--- src/rtl/mips_ctrl_pkg.sv ---
// Shared encodings for the multicycle MIPS controller: FSM states, opcodes,
// R-type function codes, ALU operation codes and the control-word bundle.
package mips_ctrl_pkg;

  localparam logic [3:0] S_FETCH   = 4'd0;
  localparam logic [3:0] S_DECODE  = 4'd1;
  localparam logic [3:0] S_MEMADR  = 4'd2;
  localparam logic [3:0] S_MEMRD   = 4'd3;
  localparam logic [3:0] S_MEMWB   = 4'd4;
  localparam logic [3:0] S_MEMWR   = 4'd5;
  localparam logic [3:0] S_EXECUTE = 4'd6;
  localparam logic [3:0] S_ALUWB   = 4'd7;
  localparam logic [3:0] S_BRANCH  = 4'd8;
  localparam logic [3:0] S_ADDIEX  = 4'd9;
  localparam logic [3:0] S_ADDIWB  = 4'd10;
  localparam logic [3:0] S_JUMP    = 4'd11;
  localparam logic [3:0] S_JR      = 4'd12;

  localparam logic [5:0] OP_RTYPE = 6'b000000;
  localparam logic [5:0] OP_LW    = 6'b100011;
  localparam logic [5:0] OP_SW    = 6'b101011;
  localparam logic [5:0] OP_BEQ   = 6'b000100;
  localparam logic [5:0] OP_ADDI  = 6'b001000;
  localparam logic [5:0] OP_J     = 6'b000010;

  localparam logic [5:0] FN_ADD = 6'b100000;
  localparam logic [5:0] FN_SUB = 6'b100010;
  localparam logic [5:0] FN_AND = 6'b100100;
  localparam logic [5:0] FN_OR  = 6'b100101;
  localparam logic [5:0] FN_SLT = 6'b101010;
  localparam logic [5:0] FN_JR  = 6'b001000;

  localparam logic [2:0] ALU_AND = 3'b000;
  localparam logic [2:0] ALU_OR  = 3'b001;
  localparam logic [2:0] ALU_ADD = 3'b010;
  localparam logic [2:0] ALU_SUB = 3'b110;
  localparam logic [2:0] ALU_SLT = 3'b111;

  typedef struct packed {
    logic       pc_en;
    logic       ir_write;
    logic       mem_write;
    logic       reg_write;
    logic       iord;
    logic       mem_to_reg;
    logic       reg_dst;
    logic       alu_src_a;
    logic [1:0] alu_src_b;
    logic [1:0] pc_src;
    logic [2:0] alu_control;
  } ctrl_t;

endpackage

--- src/rtl/alu_decoder.sv ---
// R-type funct to ALU operation mapping; valid also serves as the legality
// check for R-type instructions during DECODE.
module alu_decoder
  import mips_ctrl_pkg::*;
(
  input  logic [5:0] funct,
  output logic [2:0] alu_control,
  output logic       valid
);

  always_comb begin
    alu_control = ALU_ADD;
    valid       = 1'b1;
    case (funct)
      FN_ADD:  alu_control = ALU_ADD;
      FN_SUB:  alu_control = ALU_SUB;
      FN_AND:  alu_control = ALU_AND;
      FN_OR:   alu_control = ALU_OR;
      FN_SLT:  alu_control = ALU_SLT;
      default: valid = 1'b0;
    endcase
  end

endmodule

--- src/rtl/multicycle_control.sv ---
// Moore FSM sequencing the multicycle MIPS datapath around one shared ALU:
// fetch, decode, then per-class execute/memory/write-back states.
module multicycle_control
  import mips_ctrl_pkg::*;
#(
  parameter bit SUPPORT_JR = 1'b1
) (
  input  logic       clk,
  input  logic       reset,
  input  logic [5:0] opcode,
  input  logic [5:0] funct,
  input  logic       zero,
  output logic       pc_en,
  output logic       ir_write,
  output logic       mem_write,
  output logic       reg_write,
  output logic       iord,
  output logic       mem_to_reg,
  output logic       reg_dst,
  output logic       alu_src_a,
  output logic [1:0] alu_src_b,
  output logic [1:0] pc_src,
  output logic [2:0] alu_control,
  output logic       illegal_op,
  output logic [3:0] state_o
);

  logic [3:0] state_q, state_d;
  logic       is_sw_q, is_sw_d;
  logic       illegal_d;
  logic [2:0] fn_alu;
  logic       fn_valid;
  logic       is_jr;
  ctrl_t      ctrl;

  alu_decoder u_alu_decoder (
    .funct       (funct),
    .alu_control (fn_alu),
    .valid       (fn_valid)
  );

  assign is_jr = SUPPORT_JR && (funct == FN_JR);

  // lw/sw is remembered at DECODE so MEMADR never has to look at the IR.
  always_comb begin
    state_d   = S_FETCH;
    is_sw_d   = is_sw_q;
    illegal_d = 1'b0;
    case (state_q)
      S_FETCH:  state_d = S_DECODE;
      S_DECODE: begin
        case (opcode)
          OP_LW: begin
            state_d = S_MEMADR;
            is_sw_d = 1'b0;
          end
          OP_SW: begin
            state_d = S_MEMADR;
            is_sw_d = 1'b1;
          end
          OP_RTYPE: begin
            if (is_jr)         state_d = S_JR;
            else if (fn_valid) state_d = S_EXECUTE;
            else               illegal_d = 1'b1;
          end
          OP_BEQ:  state_d = S_BRANCH;
          OP_ADDI: state_d = S_ADDIEX;
          OP_J:    state_d = S_JUMP;
          default: illegal_d = 1'b1;
        endcase
      end
      S_MEMADR:  state_d = is_sw_q ? S_MEMWR : S_MEMRD;
      S_MEMRD:   state_d = S_MEMWB;
      S_EXECUTE: state_d = S_ALUWB;
      S_ADDIEX:  state_d = S_ADDIWB;
      default:   state_d = S_FETCH;
    endcase
  end

  always_ff @(posedge clk) begin
    if (reset) begin
      state_q <= S_FETCH;
      is_sw_q <= 1'b0;
    end else begin
      state_q <= state_d;
      is_sw_q <= is_sw_d;
    end
  end

  always_comb begin
    ctrl = '0;
    case (state_q)
      S_FETCH: begin
        ctrl.ir_write    = 1'b1;
        ctrl.alu_src_b   = 2'b01;
        ctrl.alu_control = ALU_ADD;
        ctrl.pc_en       = 1'b1;
      end
      S_DECODE: begin
        ctrl.alu_src_b   = 2'b11;
        ctrl.alu_control = ALU_ADD;
      end
      S_MEMADR, S_ADDIEX: begin
        ctrl.alu_src_a   = 1'b1;
        ctrl.alu_src_b   = 2'b10;
        ctrl.alu_control = ALU_ADD;
      end
      S_MEMRD: ctrl.iord = 1'b1;
      S_MEMWB: begin
        ctrl.mem_to_reg = 1'b1;
        ctrl.reg_write  = 1'b1;
      end
      S_MEMWR: begin
        ctrl.iord      = 1'b1;
        ctrl.mem_write = 1'b1;
      end
      S_EXECUTE: begin
        ctrl.alu_src_a   = 1'b1;
        ctrl.alu_control = fn_alu;
      end
      S_ALUWB: begin
        ctrl.reg_dst   = 1'b1;
        ctrl.reg_write = 1'b1;
      end
      S_BRANCH: begin
        ctrl.alu_src_a   = 1'b1;
        ctrl.alu_control = ALU_SUB;
        ctrl.pc_src      = 2'b01;
        ctrl.pc_en       = zero;
      end
      S_ADDIWB: ctrl.reg_write = 1'b1;
      S_JUMP: begin
        ctrl.pc_src = 2'b10;
        ctrl.pc_en  = 1'b1;
      end
      S_JR: begin
        ctrl.pc_src = 2'b11;
        ctrl.pc_en  = 1'b1;
      end
      default: ctrl = '0;
    endcase
    // During reset present FETCH selects with every enable held low.
    if (reset) begin
      ctrl             = '0;
      ctrl.alu_src_b   = 2'b01;
      ctrl.alu_control = ALU_ADD;
    end
  end

  assign pc_en       = ctrl.pc_en;
  assign ir_write    = ctrl.ir_write;
  assign mem_write   = ctrl.mem_write;
  assign reg_write   = ctrl.reg_write;
  assign iord        = ctrl.iord;
  assign mem_to_reg  = ctrl.mem_to_reg;
  assign reg_dst     = ctrl.reg_dst;
  assign alu_src_a   = ctrl.alu_src_a;
  assign alu_src_b   = ctrl.alu_src_b;
  assign pc_src      = ctrl.pc_src;
  assign alu_control = ctrl.alu_control;
  assign illegal_op  = illegal_d && !reset && (state_q == S_DECODE);
  assign state_o     = state_q;

endmodule

--- config.mk ---
export PLATFORM = sky130hd
export DESIGN_NAME = multicycle_control
export DESIGN_NICKNAME = d
export VERILOG_FILES = /design/src/rtl/mips_ctrl_pkg.sv /design/src/rtl/alu_decoder.sv /design/src/rtl/multicycle_control.sv
export SDC_FILE = /design/constraint.sdc
export NUM_CORES = 1
export LEC_CHECK = 0
export ABC_AREA = 1
export BUFFER_PORTS_ARGS = -buffer_cell sky130_fd_sc_hd__buf_2
export CAP_MARGIN = 0
export CELL_PAD_IN_SITES_DETAIL_PLACEMENT = 1
export CELL_PAD_IN_SITES_GLOBAL_PLACEMENT = 2
export CORE_MARGIN = 2
export CORE_UTILIZATION = 20
export DETAILED_ROUTE_END_ITERATION = 12
export PLACE_DENSITY = 0.79
export SYNTH_ARGS = -nofsm -noshare
export SYNTH_HDL_FRONTEND = slang
export SYNTH_SLANG_ARGS = --single-unit
export TNS_END_PERCENT = 5
--- constraint.sdc ---
create_clock -name clk -period 1.2 [get_ports clk]
set_input_delay 0.18 -clock clk [delete_from_list [all_inputs] [get_ports clk]]
set_output_delay 0.18 -clock clk [all_outputs]
set_load 0.01 [all_outputs]
=== Word-level counts from Yosys, hierarchy flattened ===
Index checks and enable logic that the tools add are counted.
Widths: inputs -> output; s select.

* Equal/unequal tests: 23
* Muxes and demuxes: 24
* Reduce and logical (&&, ||, !) cells: 16

{| class="wikitable"
|+ Operators with widths
! kind !! count
|-
| $eq 6x6->1 const B || 7
|-
| $pmux 4 s6 || 1
|-
| $eq 4x4->1 const B || 5
|-
| $pmux 4 s5 || 1
|-
| $eq 4x3->1 const B || 4
|-
| $mux 15 || 1
|-
| $eq 6x4->1 const B || 2
|-
| $pmux 2 s3 || 2
|-
| $pmux 3 s4 || 1
|-
| $mux 1 || 11
|-
| $reduce_or 5->1 || 2
|-
| $pmux 3 s3 || 1
|-
| $eq 4x2->1 const B || 2
|-
| $reduce_or 4->1 || 2
|-
| $eq 6x2->1 const B || 1
|-
| $eq 6x3->1 const B || 1
|-
| $logic_not 6->1 || 1
|-
| $mux 3 || 2
|-
| $pmux 1 s2 || 3
|-
| $reduce_or 2->1 || 3
|-
| $reduce_or 3->1 || 2
|-
| $eq 4x1->1 const B || 1
|-
| $logic_not 4->1 || 1
|-
| $mux 4 || 1
|-
| other kinds (4) || 5
|}

* Register bits after elaboration: 5
* Input port bits: 15
* Output and inout bits: 20
* Word-level logic and storage cells: 65

=== Longest topological paths before layout ===
Gate-level depths: netlist of run 1.

* Word-level depth: 9
* Depth in mapped cells: 8
* Mapped depth without buffers: 8

=== By module ===
From an unflattened synthesis of run 1, not the netlist that was laid out.

* Cells, all modules: 142
* Area total of the unflattened synthesis: 710.7 um^2

{| class="wikitable"
|+ Modules (own cells, without submodules)
! module !! times used !! cells an instance !! area each (um^2) !! seq. area each (um^2)
|-
| multicycle_control || 1 || 114 || 591.8 || 100.1
|-
| alu_decoder || 1 || 28 || 118.9 || 0.0
|}

=== Least setup slack after synthesis of run 1 ===
Ideal clock, no wire load.

* Kind: reg-to-output
* From: register state_q[0] (netlist: state_o[0])
* To: output port illegal_op
* Arrival: 1161 ps
* Required time: 1020 ps
* Setup slack: -141 ps
* Cell stages (with the launch flop): 7
* Path buffers: 0
* Cell sequence: dfxtp_1 > inv_2 > nor2_2 > inv_2 > nor2_8 > nand2_1 > nor3_1

* Word-level cells in the longest chain between the ends: 4

{| class="wikitable"
|+ Ends and longest elaborated chain
! element !! line !! text
|-
| start: declaration || multicycle_control.sv:28 || <nowiki>logic [3:0] state_q, state_d;</nowiki>
|-
| start signal: assignment || multicycle_control.sv:85 || <nowiki>state_q <= state_d;</nowiki>
|-
| $eq 4x1->1 * || multicycle_control.sv:49, multicycle_control.sv:161 ||
|-
| $mux 1 || multicycle_control.sv:49 || <nowiki>case (state_q)</nowiki>
|-
| $logic_and 1x1->1 || multicycle_control.sv:161 || <nowiki>assign illegal_op = illegal_d && !reset && (state_q == S_DECODE);</nowiki>
|-
| $logic_and 1x1->1 * || multicycle_control.sv:161 ||
|-
| end: declaration || multicycle_control.sv:24 || <nowiki>output logic illegal_op,</nowiki>
|}

Mark *: on every way between the ends. The rest lies on a longest branch, timed or not.

=== Worst setup path after layout of run 1 ===
* From: register state_q[1] (netlist: state_o[1])
* To: output port alu_control[0]

* Word-level cells in the longest chain between the ends: 4
* Elaborated cells on any way between the ends: 9
* Those cells by class: eq/ne: 5; mux: 2; reduce/logical: 2

{| class="wikitable"
|+ Ends and longest elaborated chain
! element !! line !! text
|-
| $eq 4x1->1, or another cell as far along || multicycle_control.sv:92 || <nowiki>case (state_q)</nowiki>
|-
| $reduce_or 4->1 (no source line) || - ||
|-
| $pmux 3 s3 * || multicycle_control.sv:92 ||
|-
| $mux 15 * || multicycle_control.sv:143 || <nowiki>if (reset) begin</nowiki>
|-
| end: declaration || multicycle_control.sv:23 || <nowiki>output logic [2:0] alu_control,</nowiki>
|}

Marked as above.

==> flow_summary.json, run 1 <==
{
  "ir_drop_mv": 0.1647,
  "ys_top_cells_by_area": "nand2_1 (15%), dfxtp_1 (15%), nor2_1 (14%), inv_1 (7.3%), nor2_2 (6.6%)",
  "syn2layout_area_growth_pct": 103.8,
  "drive_above_1_share_pct": 60.10,
  "r2r_cells": 7,
  "insertion_delay_ns": 0.25,
  "rows": 20,
  "yosys_warnings": 0,
  "cp-end-kind": "primary output",
  "numPortBuffers": 34,
  "antenna_found_initial": 0,
  "synth_area_per_cell_um2": 5.422,
  "syn_inst": 123,
  "worst_hold_slack_ns": 0.3003,
  "clkTransAtPathRegs_ns": 0.05,
  "min_from": "opcode[4]",
  "yosysSeqAreaShare_pct": 15.01,
  "crit_start": "state_o[1]$_SDFF_PP0_",
  "cts_buffers": 3,
  "io_pins": 35,
  "cts_sinks": 5,
  "rsz0062_at_grt": "true",
  "hold_depth": 4,
  "hold_viol": 0,
  "cp_data_arrival_time_ns": 1.38,
  "initial_utilization_pct": 21.49,
  "syn_nets": 138,
  "htree_levels": 1,
  "antenna_cells": 0,
  "final_common_cell": "buf_4",
  "crit_buf_inv": 3,
  "grt_pass1_wl_um": 4871,
  "wl_per_cell_um": 12.18,
  "ys_ff_latch": 5,
  "cts_tree": "done",
  "r2r-start": "state_o[0]$_SDFF_PP0_",
  "core_area_um2": 3103,
  "p_leak_uw": 0.0007059,
  "mostFrequentLayoutCells": "buf_4 (38), buf_2 (34), nor2_1 (22)",
  "cp_data_required_time_ns": 1.02,
  "violations": "negative setup slack",
  "die-area_um2": 3812,
  "clockRootBuffer": "clkbuf_4",
  "synth_top_area_cell": "nand2_1",
  "cp-start-kind": "flop",
  "worst_pin_slew_ns": 0.2616,
  "powerDensity_nw_per_um2": 472.5,
  "crit_type": "reg2out",
  "num-nets-final": 214,
  "timing.final.crit_share_pct": 130.1,
  "fin_crit_ns": 1.561,
  "critPathMaxFanout": 5,
  "grt_usage_pct": 17.09,
  "grt_start_max_net_pins": 19,
  "place_area_um2": 1166,
  "drv_cap": 0,
  "slowest_delay_ns": 0.40,
  "status": "complete, but fails checks",
  "finalMaxSlewViolations": 0,
  "routed_wl_um": 2948,
  "min_path_type": "in2reg",
  "crit_family": "flip-flops",
  "grt_overflow": 0,
  "dp_hpwl_um": 2358,
  "finalNonFillerCells": 242,
  "firstDrtPassIters": 3,
  "ant_nets": 0,
  "worstPathCellList": "inv_4 -> nor2_4 -> nand2_4 -> inv_2 -> nand3b_1 -> a21oi_2 -> buf_2",
  "gp_congestion": 0.8043,
  "syn_area_um2": 666.9,
  "place_inst": 234,
  "viasPerCell": 4.463,
  "drcViolationCount": 0,
  "die_h_um": 61.75,
  "setup-violations-final": 18,
  "skew_ns": 0.003107,
  "cts_max_path_buffers": 2,
  "die_x_um": 61.75,
  "drt_iter0_markers": 28,
  "synth_top_area_share_pct": 15.20,
  "worst-path-stages": 7,
  "grt_pass1_vias": 1128,
  "stdcell_area_um2": 1359,
  "setup_slack_ns": -0.3611,
  "num_vias": 1080,
  "synth_cell_type_count": 25,
  "clock.fmax_mhz": 640.6,
  "cp_slowest_cell": "dfxtp_4",
  "max_slew_margin_pct": 82.37
}
[per-stage QoR]
step,TNS (ns),util (%),total power [µW],worst slack (ns)
after floorplan,-0.05401,-,278.7,-0.02606
after detailed placement,-1.085,37.58,408.0,-0.1603
after global placement,-0.6706,37.58,400.7,-0.1144
final,-4.685,43.79,642.1,-0.3611
after CTS,-4.446,41.05,623.0,-0.3780
after global routing,-6.318,43.79,687.7,-0.4442
[synthesized netlist by cell type]
master / n
nor2_8: 1
nor3_1: 5
dfxtp_1: 5
a21oi_1: 5
nand2_2: 1
a31oi_1: 4
inv_2: 6
and2_1: 1
buf_2: 1
nand3b_1: 2
nor2_1: 25
nand2_1: 27
inv_1: 13
o21ai_1: 2
nand4_1: 2
nor3b_2: 2
o21ai_0: 2
a21oi_2: 1
buf_1: 1
nand3_1: 6
or2_0: 1
nor2_2: 7
nor4_1: 1
a41oi_1: 1
a211oi_1: 1
[report_power, final]
part	internal (µW)	switching, µW
Sequential	166	11.2
Clock	126	80.9
Combinational	124	134
[state kept, by name, indices dropped and copies added (netlist names)]
signal,flops
state_o,4
is_sw_q,1
[layout make-up]
type                       count  area, µm²
tap                           44      55.05
multi-input combinational     97      614.3
timing repair buffer          73      466.7
clock buffer                   4      26.28
inverter                      19      81.33
fill                         436       1744
sequential                     5      115.1
[per-layer routing]
layer	track usage [%]	up-vias	share of wire [%]	wire length, µm
li1	-	547	-	-
met1	19.50	500	39	1163
met2	33.23	28	55	1620
met3	0.6211	5	3.9	115
met4	6.383	0	1.6	48
met5	0	-	0	0
[tightest hold or removal path, stage by stage]
cell,delay [ns]
buf_2,0.09
nor3b_2,0.05
a31oi_1,0.13
nor3_1,0.06
[worst paths after layout]
check / slack [ns] / endpoint
worst min-delay path: 0.30 / is_sw_q$_SDFFE_PP0P_
worst max register to register: -0.13 / is_sw_q$_SDFFE_PP0P_
worst max-delay path: -0.36 / alu_control[0]
worst min register to register: 0.59 / is_sw_q$_SDFFE_PP0P_
[timing repair]
action	CTS	global route
hold buffers	0	0
setup buffers	3	2
pin swaps	6	11
gates resized for setup	20	19
setup endpoints to repair	19	20
[cells by family (layout without fill, tap and decap cells)]
family	Yosys count	after routing	share of synthesized area, %
and+or+nand+nor	81	81	58.72
buffers and inverters	21	96	12.01
AOI/OAI and AO/OA	16	16	14.26
DFF	5	5	15.01
No activity file was read; power rests on OpenSTA's default activity.
==> run 2: changes to the inputs <==
--- a/config.mk
+++ b/config.mk
@@ -14,6 +14,8 @@
 export CORE_UTILIZATION = 20
 export DETAILED_ROUTE_END_ITERATION = 12
 export PLACE_DENSITY = 0.79
+export SETUP_SLACK_MARGIN = 0.3
+export SLEW_MARGIN = 20
 export SYNTH_ARGS = -nofsm -noshare
 export SYNTH_HDL_FRONTEND = slang
 export SYNTH_SLANG_ARGS = --single-unit
==> flow_summary.json, run 2 (synthesized netlist as in run 1, its figures left out) <==
{
  "grt_pass1_wl_um": 4795,
  "die-area_um2": 3812,
  "cp_data_arrival_time_ns": 1.36,
  "powerDensity_nw_per_um2": 455.7,
  "timing.final.crit_share_pct": 128.7,
  "cts_buffers": 3,
  "seq_power_share_pct": 27.8,
  "hold_depth": 3,
  "utilization_pct": 44.68,
  "setup-violations-final": 17,
  "status": "complete, but fails checks",
  "worst_pin_slew_ns": 0.2678,
  "stdcell_area_um2": 1386,
  "switching_share_pct": 33.65,
  "viasPerCell": 4.450,
  "cp_data_required_time_ns": 1.02,
  "grt_overflow": 0,
  "num-nets-final": 214,
  "num_vias": 1077,
  "wl_per_cell_um": 12.46,
  "power.total_uw": 631.8,
  "dp_hpwl_um": 2432,
  "rsz0062_at_grt": "true",
  "htree_levels": 1,
  "cp-end-kind": "primary output",
  "drv_cap": 0,
  "routed_wl_um": 3015,
  "insertion_delay_ns": 0.23,
  "p_comb_share_pct": 42.6,
  "clockRootBuffer": "clkbuf_4",
  "rows": 20,
  "die_h_um": 61.75,
  "ctsHoldBuffers": 0,
  "cts_sinks": 5,
  "cts_tree": "done",
  "p_switching_uw": 212.6,
  "skew_ns": 0.007498,
  "r2r_cells": 7,
  "drcViolationCount": 0,
  "internal-power_uw": 419.2,
  "clock.fmax_mhz": 647.5,
  "final_common_cell": "buf_4",
  "io_pins": 35,
  "cp-start-kind": "flop",
  "drt_iter0_markers": 24,
  "numPortBuffers": 34,
  "ant_nets": 0,
  "die_x_um": 61.75,
  "pwr-share-clk_pct": 29.6,
  "fin_crit_ns": 1.544,
  "p_leak_uw": 0.0007085,
  "antenna_found_initial": 0,
  "fillers": 433,
  "mostFrequentLayoutCells": "buf_4 (38), buf_2 (32), nand2_1 (23)",
  "firstDrtPassIters": 3,
  "critPathMaxFanout": 5,
  "grt_usage_pct": 16.66,
  "clkTransAtPathRegs_ns": 0.05,
  "grt_start_max_net_pins": 19,
  "place_area_um2": 1177,
  "finalMaxSlewViolations": 0,
  "cts_max_path_buffers": 2,
  "violations": "negative setup slack",
  "hold_viol": 0,
  "core_area_um2": 3103,
  "ir_drop_mv": 0.2853,
  "antenna_cells": 0,
  "min_path_type": "in2reg",
  "crit_type": "reg2out",
  "syn2layout_area_growth_pct": 107.9,
  "max_slew_margin_pct": 81.96,
  "drive_above_1_share_pct": 61.11,
  "grt_pass1_vias": 1096,
  "setup_slack_ns": -0.3445,
  "largest_reg_flops": 4,
  "initial_utilization_pct": 21.49,
  "gp_congestion": 0.8588
}
-- run 2: cell type report --
| type | count | area (µm²) | area share (%) |
|---|---|---|---|
| clock buffers | 4 | 26.28 | 1.895 |
| repair buffers | 73 | 479.2 | 34.57 |
| multi-input cells | 97 | 626.9 | 45.22 |
| flip-flops and latches | 5 | 115.1 | 8.303 |
| inverters | 19 | 83.83 | 6.047 |
| well taps | 44 | 55.05 | 3.971 |
-- run 2: metrics by stage --
stage	worst slack (ns)	hold WS, ns	setup TNS [ns]	cells
after floorplan	0.02601	0.4234	0	123
after global placement	-0.1261	0.5705	-0.6883	231
after detailed placement	-0.1707	0.5716	-1.032	231
after CTS	-0.3511	0.3943	-4.311	241
after global routing	-0.4211	0.4129	-5.686	242
final	-0.3445	0.3846	-4.262	242
-- run 2: critical path, cell delays in order, from the launching register on --
cell     delay [ns]
dfxtp_4        0.39
inv_2          0.06
nor2_4         0.12
nand2_4        0.08
a21oi_4        0.15
nand2_2        0.07
a21oi_2        0.11
buf_2          0.14
-- run 2: layer usage --
layer | up-vias | share of wire, % | GRT usage (%)
li1 | 549 | - | -
met1 | 504 | 39 | 18.25
met2 | 24 | 57 | 35.04
met3 | 0 | 3.3 | 1.242
met4 | 0 | 0 | 1.824
met5 | - | 0 | 0
-- run 2: path summary, 6_finish.rpt --
path | from | endpoint | slack, ns
min reg2reg | is_sw_q$_SDFFE_PP0P_ | is_sw_q$_SDFFE_PP0P_ | 0.59
min | reset | state_o[2]$_SDFF_PP0_ | 0.38
max | state_o[2]$_SDFF_PP0_ | alu_control[0] | -0.34
max reg2reg | state_o[0]$_SDFF_PP0_ | is_sw_q$_SDFFE_PP0P_ | -0.09
-- run 2: power groups by stage --
stage | sequential, µW | clock [µW] | combinational (µW)
2_1_floorplan | 178 | 0 | 99.6
3_3_place_gp | 176 | 0 | 219
3_5_place_dp | 178 | 0 | 229
4_1_cts | 176 | 193 | 258
5_1_grt | 177 | 201 | 293
6_report | 176 | 187 | 269
-- run 2: timing repair --
item,in CTS,in global routing
resized for setup,22,10
pin swaps,9,7
setup endpoints to repair,25,25
endpoints found under the hold margin,0,0
setup buffers,6,1
